$ cat src/rtl/vend_fsm_param.sv
// vend_fsm_param: coin-accumulating vending controller with exact change,
// cancel/refund, stock tracking with sold-out lockout, restock and coin
// rejection. Every output is a register; one combinational process computes
// the next value of each register.
module vend_fsm_param #(
  parameter int PRICE      = 5,
  parameter int CREDIT_W   = 4,
  parameter int STOCK_INIT = 8,
  parameter int STOCK_W    = 4
) (
  input  logic                clk,
  input  logic                reset,
  input  logic                one,
  input  logic                two,
  input  logic                five,
  input  logic                cancel,
  input  logic                restock,
  output logic                d,
  output logic [CREDIT_W-1:0] r,
  output logic [CREDIT_W-1:0] credit,
  output logic [STOCK_W-1:0]  stock,
  output logic                sold_out,
  output logic                coin_reject,
  output logic [1:0]          current_state
);

  typedef enum logic [1:0] {
    ACCUM   = 2'd0,
    VEND    = 2'd1,
    REFUND  = 2'd2,
    SOLDOUT = 2'd3
  } state_t;

  localparam logic [CREDIT_W:0]  PRICE_X     = (CREDIT_W+1)'(PRICE);
  localparam logic [STOCK_W-1:0] STOCK_RST   = STOCK_W'(STOCK_INIT);
  localparam state_t             RESET_STATE = (STOCK_INIT == 0) ? SOLDOUT : ACCUM;

  state_t                state, state_nxt;
  logic [CREDIT_W-1:0]   credit_nxt, r_nxt;
  logic [STOCK_W-1:0]    stock_nxt;
  logic                  d_nxt, reject_nxt, sold_out_nxt;
  logic                  coin_any;
  logic [CREDIT_W:0]     coin_val, sum;

  // Coin decode: one > two > five, only the highest-priority coin counts.
  always_comb begin
    coin_any = one | two | five;
    if (one)       coin_val = (CREDIT_W+1)'(1);
    else if (two)  coin_val = (CREDIT_W+1)'(2);
    else if (five) coin_val = (CREDIT_W+1)'(5);
    else           coin_val = '0;
    // One extra bit so credit + largest coin cannot wrap.
    sum = {1'b0, credit} + coin_val;
  end

  // Next-state and next-output logic for every register.
  always_comb begin
    // NOTE: every target gets a default first so no path leaves a latch.
    state_nxt  = state;
    credit_nxt = credit;
    stock_nxt  = restock ? STOCK_RST : stock;
    d_nxt      = 1'b0;
    r_nxt      = '0;
    reject_nxt = 1'b0;

    unique case (state)
      ACCUM: begin
        if (cancel && (credit != '0)) begin
          // Refund outranks coins; any coin this cycle bounces.
          state_nxt  = REFUND;
          r_nxt      = credit;
          credit_nxt = '0;
          reject_nxt = coin_any;
        end else if (coin_any) begin
          if (sum >= PRICE_X) begin
            state_nxt  = VEND;
            d_nxt      = 1'b1;
            r_nxt      = CREDIT_W'(sum - PRICE_X);
            credit_nxt = '0;
            // A reload in the same cycle wins over the decrement.
            if (!restock && (stock != '0)) stock_nxt = stock - 1'b1;
          end else begin
            credit_nxt = sum[CREDIT_W-1:0];
          end
        end
      end
      VEND: begin
        reject_nxt = coin_any;
        // Exit check sees the reloaded count if restock arrived now.
        state_nxt  = (stock_nxt == '0) ? SOLDOUT : ACCUM;
      end
      REFUND: begin
        reject_nxt = coin_any;
        state_nxt  = ACCUM;
      end
      SOLDOUT: begin
        reject_nxt = coin_any;
        credit_nxt = '0;
        if (restock) state_nxt = RESET_STATE;
      end
      default: state_nxt = RESET_STATE;
    endcase

    sold_out_nxt = (state_nxt == SOLDOUT);
  end

  // Register bank with synchronous active-high reset.
  always_ff @(posedge clk) begin
    // NOTE: non-blocking assignments so all registers update from the same
    // pre-edge values regardless of statement order.
    if (reset) begin
      state       <= RESET_STATE;
      credit      <= '0;
      stock       <= STOCK_RST;
      d           <= 1'b0;
      r           <= '0;
      coin_reject <= 1'b0;
      sold_out    <= (STOCK_INIT == 0);
    end else begin
      state       <= state_nxt;
      credit      <= credit_nxt;
      stock       <= stock_nxt;
      d           <= d_nxt;
      r           <= r_nxt;
      coin_reject <= reject_nxt;
      sold_out    <= sold_out_nxt;
    end
  end

  assign current_state = state;

endmodule
$ cat config.mk
export PLATFORM = sky130hd
export DESIGN_NAME = vend_fsm_param
export DESIGN_NICKNAME = d
export VERILOG_FILES = /design/src/rtl/vend_fsm_param.sv
export SDC_FILE = /design/constraint.sdc
export NUM_CORES = 1
export LEC_CHECK = 0
export CAP_MARGIN = 15
export CORE_ASPECT_RATIO = 1.1
export CORE_MARGIN = 1.5
export CORE_UTILIZATION = 50
export CTS_CLUSTER_DIAMETER = 80
export DETAILED_ROUTE_END_ITERATION = 12
export PLACE_DENSITY = 0.78
export SYNTH_ARGS = -nofsm -noshare
export SYNTH_HDL_FRONTEND = slang
export SYNTH_SLANG_ARGS = --single-unit
export TNS_END_PERCENT = 10
$ cat constraint.sdc
create_clock -name clk -period 4.8 [get_ports clk]
set_input_delay 1.44 -clock clk [delete_from_list [all_inputs] [get_ports clk]]
set_output_delay 1.44 -clock clk [all_outputs]
set_load 0.02 [all_outputs]
==> results of run 1 <==
state kept, by name, indices dropped and copies added (netlist names):
register / count
credit: 4
r: 4
stock: 4
current_state: 2
coin_reject: 1
d: 1
sold_out: 1
critical path, delay by kind of cell:
family | cells | cell delay (ns)
buffers and inverters | 2 | 0.59
AO/OA/AOI/OAI | 3 | 0.78
AND/OR/NAND/NOR | 3 | 0.38
adder cells (fa/ha/maj) | 3 | 0.95
final cells by class:
class	instances	area [sq um]	share of cell area [%]
Clock inverter	1	5.00	0.421
Tap cell	18	22.5	1.90
Clock buffer	3	22.5	1.90
Sequential cell	17	340	28.7
Inverter	8	30.0	2.53
Timing Repair Buffer	23	230	19.4
Multi-Input combinational cell	73	537	45.2
metal layers:
layer	vias up	GRT usage, %
met5	-	0
met4	0	3.64
met3	2	4.53
met2	26	31.8
met1	383	27.7
li1	418	-
Yosys cell counts, types with 2 or more instances:
library cell	count	area share, %
xnor2_1	3	2.9
o41a_1	2	2.5
inv_1	8	3.3
a32o_1	3	3.3
or3_1	3	2.0
o32ai_1	4	3.8
a21oi_1	3	1.6
o211ai_1	2	1.6
nor2_1	7	2.9
nand2_1	7	2.9
or4b_1	2	2.2
nor3_1	4	2.2
nand2b_1	5	3.4
dfxtp_1	17	37
ha_1	6	8.2
o21ai_0	6	3.3
through the flow:
stage          area, sq um  cells
2_1_floorplan          916    100
5_1_grt               1190    143
4_1_cts               1190    143
3_5_place_dp          1160    139
6_report              1190    143
3_3_place_gp          1160    139
power groups by stage:
stage	logic, mW	registers, mW	clock network, mW
after floorplan	0.229	0.269	0
after global placement	0.402	0.226	0
after detailed placement	0.409	0.227	0
after CTS	0.410	0.223	0.0785
after global routing	0.448	0.230	0.0858
final	0.407	0.224	0.0782
worst paths after layout:
check / startpoint / to / slack, ns
setup / recovery: two / r[1] / 0.81
hold / removal: stock[0] / stock[0] / 0.51
setup reg to reg: credit[0] / r[1] / 2.27
hold reg to reg: stock[0] / stock[0] / 0.51
cell families after synthesis:
kind of cell	Yosys count	share of synthesized area (%)
buffers and inverters	10	4.23
flip-flops	17	37.2
AND/OR/NAND/NOR	35	22.0
XOR/XNOR	4	3.83
AO/OA/AOI/OAI	27	22.4
adder cells (fa/ha/maj)	7	10.4
==> run_results.csv, run 1 <==
group,metric,value,unit
status,status,"finished, final reports clean",
placed_design,dpl.hpwl,1500,um
floorplan,die_y,47.9,um
timing,hold_viol_final,0,
timing,fin_ws,0.809,ns
synthesis,syn_area,916,sq um
global_route,grt_max_degree,13,
critical_path,critical_path.cell_chain,"clkdlybuf4s50_1 -> nand2b_1 -> nand2b_1 -> ha_1 -> fa_1 -> inv_1 -> ha_1 -> nor3_1 -> o22ai_2 -> o21ai_0 -> o32ai_1",
clock_network,cts.root.buffer_cell,"clkbuf_4",
global_route,track_usage,19.8,%
global_route,grt_pass1_wl,3070,um
job,drv_cap,0,
critical_path,cp.required,4.95,ns
timing,worst-slew-pin-transition,0.578,ns
global_route,overflow,0,
clock_network,cts_resized,0,
layout,final_common_cell,"clkdlybuf4s50_1",
synthesis,synth_flop_cell,"dfxtp_1",
layout,layout_common_cells,"23 x clkdlybuf4s50_1, 17 x dfxtp_1, 8 x inv_1, 7 x nor2_1, 7 x nand2_1",
drt,met2_length,923,um
timing,rsz0062_at_grt,"false",
min_path,min_delay_path_depth,2,
drt,wl,1940,um
global_route,antenna_found_initial,0,
clock_network,clk_latency,0.29,ns
clock_network,htree_levels,1,
power,clkPwrFrac,11.0,%
layout,diodes,0,
global_route,grt_pass1_vias,694,
layout,postLayoutCoreUtil,68.2,%
clock_network,cts_tree,"built",
placed_design,gp_congestion,0.903,
drt,antenna_left,0,
synthesis,synth_nets,114,
floorplan,num_rows,16,
power,switching_power,0.309,mW
power,comb_power_share,57.4,%
drt,met1_length,910,um
clock_network,cts_setup_buffers,0,
drt,wl_met3,99,um
placed_design,place_ws,0.529,ns
clock_network,cts_sinks,17,
critical_path,arrival,4.14,ns
timing,timing.hold.ws,0.511,ns
layout,nFillCells,148,
power,p_per_area,597,nW/um^2
power,p_seq_share,31.5,%
synthesis,synth_warnings,0,
critical_path,worstSetupEndpointType,"register",
critical_path,criticalPathCategory,"in -> reg",
clock_network,clock_path_buffers,2,
critical_path,crit_slowest_cell,"fa_1",
synthesis,synthDistinctLibCells,34,
critical_path,start_kind,"primary input",
critical_path,critPathMaxFanout,4,
timing,maxSlewViolCount,0,
drt,vias,829,
timing,min_period,3.99,ns
drt,wire_per_inst,13.6,um
power,ir_worst_vdd,324,uV
power,p_leak,0.468,nW
timing,slew_headroom,61.1,%
clock_network,cts_buffers,3,
timing,setup_viol,0,
power,p_int,0.400,mW
drt,drt-initial-drc-count,17,
drt,first_pass_iters,4,
synthesis,seq_area_frac_synth,37.2,%
layout,layout.nets,140,
synthesis,async_reset_ff_share,0,%
floorplan,start_util,52.6,%
floorplan,core_area,1740,sq um
drt,top_layer_used,"met4",
critical_path,worst_path_largest_cell_delay,0.56,ns
floorplan,die_area,2100,sq um
floorplan,ios,24,
min_path,hold_path.class,"reg -> reg",
power,swShare,43.6,%
synthesis,synth_seq_cells,17,
clock_network,clkTransAtPathRegs,0.10,ns
placed_design,port_buffers,23,
timing,fin_setup_tns,0,ns
floorplan,die_x,43.8,um
layout,syn_to_final_growth,29.6,%
timing,fmax,0.251,GHz
synthesis,synth_edf_count,0,
timing,fin_crit_sh,83.1,%
drt,viasPerCell,5.80,
power,total_power,0.709,mW
timing,clock-skew-final,0.00241,ns
critical_path,r2r_cells,8,
layout,drive_gt1_share,5.60,%
drt,drc_errors,0,
synthesis,netlist_instances,100,
synthesis,syn_avg_cell_area,9.16,sq um
clock_network,cts_hold_buf,0,
No activity file was read; power rests on OpenSTA's default activity.
==> run 2, diff against run 1 <==
Settings changed: CORE_UTILIZATION 50 to 42, PLACE_DENSITY 0.78 to 0.69.
Clock period 4.8 ns to 3.3 ns, I/O delays scaled along.
==> run 2 against run 1 <==
Wire length increased by 16%. Largest power group unchanged. Combinational power increased by 87%. Critical endpoint is now stock[2]. First-iteration DRC count down 53%. Cell area up 16%. Hold slack barely moved. Clock power grew 45%. Global-route usage up 1.3 points. Worst setup slack got worse by 0.49 ns. Die area increased by 18%. Via count rose by 8.4%. Core utilization is 0.71 points lower.
==> run_results.csv, run 2 (synthesis gave the netlist of run 1 again) <==
group,metric,value,unit
status,status,"finished, final reports clean",
job,drv_cap,0,
global_route,grt_max_degree,13,
timing,worst-slew-pin-transition,0.539,ns
clock_network,cts_buffers,3,
timing,hold_viol_final,0,
placed_design,dpl.hpwl,1730,um
clock_network,cts_tree,"built",
timing,slew_headroom,63.8,%
floorplan,die_area,2470,sq um
critical_path,start_kind,"primary input",
global_route,antenna_found_initial,0,
critical_path,ff2ff_setup_slack,0.88,ns
clock_network,htree_levels,1,
drt,met1_length,976,um
global_route,overflow,0,
timing,rsz0062_at_grt,"false",
floorplan,core_area,2040,sq um
global_route,grt_pass1_wl,3720,um
layout,syn_to_final_growth,50.4,%
power,p_leak,0.598,nW
layout,drive_gt1_share,23.1,%
drt,wl,2260,um
floorplan,start_util,44.9,%
placed_design,gp_congestion,0.881,
clock_network,clkTransAtPathRegs,0.10,ns
critical_path,r2r_cells,9,
critical_path,reg2reg_to,"stock[2]",
drt,wl_met3,101,um
timing,min_period,2.98,ns
min_path,hold_path.class,"reg -> reg",
timing,fin_crit_sh,90.4,%
clock_network,cts_sinks,17,
global_route,grt_pass1_vias,877,
layout,postLayoutCoreUtil,67.5,%
critical_path,r2r_start,"credit[0]",
layout,final_common_cell,"clkdlybuf4s50_1",
critical_path,arrival,3.22,ns
power,ir_worst_vdd,448,uV
critical_path,cp.required,3.54,ns
critical_path,critPathMaxFanout,7,
timing,fmax,0.335,GHz
clock_network,clk_latency,0.29,ns
layout,final_cells,171,
placed_design,dpl.cell_count,163,
global_route,track_usage,21.2,%
critical_path,cp-endpoint,"stock[2]",
timing,maxSlewViolCount,0,
floorplan,ios,24,
critical_path,worstSetupEndpointType,"register",
critical_path,criticalPathCategory,"in -> reg",
clock_network,cts.root.buffer_cell,"clkbuf_4",
drt,vias,899,
layout,layout.nets,158,
min_path,holdCritStartpoint,"stock[0]",
floorplan,die_y,52.0,um
drt,antenna_left,0,
placed_design,port_buffers,23,
power,p_per_area,871,nW/um^2
layout,diodes,0,
drt,wire_per_inst,13.2,um
drt,first_pass_iters,4,
drt,drt-initial-drc-count,8,
floorplan,die_x,47.5,um
layout,reg.largest.list,"credit (4), r (4), stock (4)",
timing,clock-skew-final,0.00477,ns
drt,met2_length,1160,um
drt,viasPerCell,5.26,
clock_network,clock_path_buffers,2,
floorplan,num_rows,17,
critical_path,startpoint,"two",
timing,setup_viol,0,
drt,top_layer_used,"met4",
layout,layout_common_cells,"20 x clkdlybuf4s50_1, 18 x buf_4, 17 x dfxtp_1",
drt,drc_errors,0,
run 2: changes by cell type in the layout (fill, tap and decap cells not counted), sizes merged:
cell           delta
clkdlybuf4s50     -3
dlymetal6s2s      +3
buf              +18
run 2: what timing repair did:
action	CTS	global route
pin swaps	0	2
buffers inserted	3	1
setup endpoints to repair	6	13
gates resized for setup	4	8
hold buffers	0	0
run 2: worst min path at each step:
stage                          end  cells after the start
after CTS                 stock[0]                      2
after floorplan           stock[0]                      2
after global routing      stock[2]                      2
after detailed placement  stock[0]                      2
after global placement    stock[0]                      2
final                     stock[0]                      2
run 2: where the power goes:
group / switching [mW] / leakage [nW] / internal [mW]
logic: 0.363 / 0.442 / 0.397
clock network: 0.0679 / 0.0177 / 0.0451
registers: 0.0630 / 0.138 / 0.264
run 2: routing by layer:
metal / vias to the layer above / track usage [%]
li1: 451 / -
met1: 420 / 25.7
met2: 23 / 35.4
met3: 5 / 3.47
met4: 0 / 9.26
met5: - / 0
run 2: final cells by class:
cell class              count  area (sq um)
repair buffers             41           373
inverters                   8          30.0
multi-input cells          73           572
fillers                   180           664
clock inverters             1          5.00
clock buffers               3          22.5
well taps                  28          35.0
flip-flops and latches     17           340
run 2: metrics by stage:
step | instance area [sq um] | hold slack (ns) | total power, mW | setup WS [ns] | setup TNS (ns)
floorplan | 916 | 0.556 | 0.724 | 0.137 | 0
global route | 1380 | 0.561 | 1.29 | 0.204 | 0
finish | 1380 | 0.511 | 1.20 | 0.317 | 0
detailed placement | 1280 | 0.499 | 1.00 | -0.410 | -3.16
global placement | 1280 | 0.494 | 0.989 | -0.306 | -2.14
CTS | 1340 | 0.517 | 1.16 | 0.0226 | 0
run 2: worst max-delay path, stage by stage:
cell and delay, ns:
dlymetal6s2s_1 0.14, nand2b_4 0.16, nand2b_4 0.06, ha_2 0.18, fa_1 0.45, inv_2 0.08, ha_1 0.16, nor3_2 0.04
o22ai_2 0.11, o21ba_4 0.20, or4b_1 0.51, a21boi_1 0.14
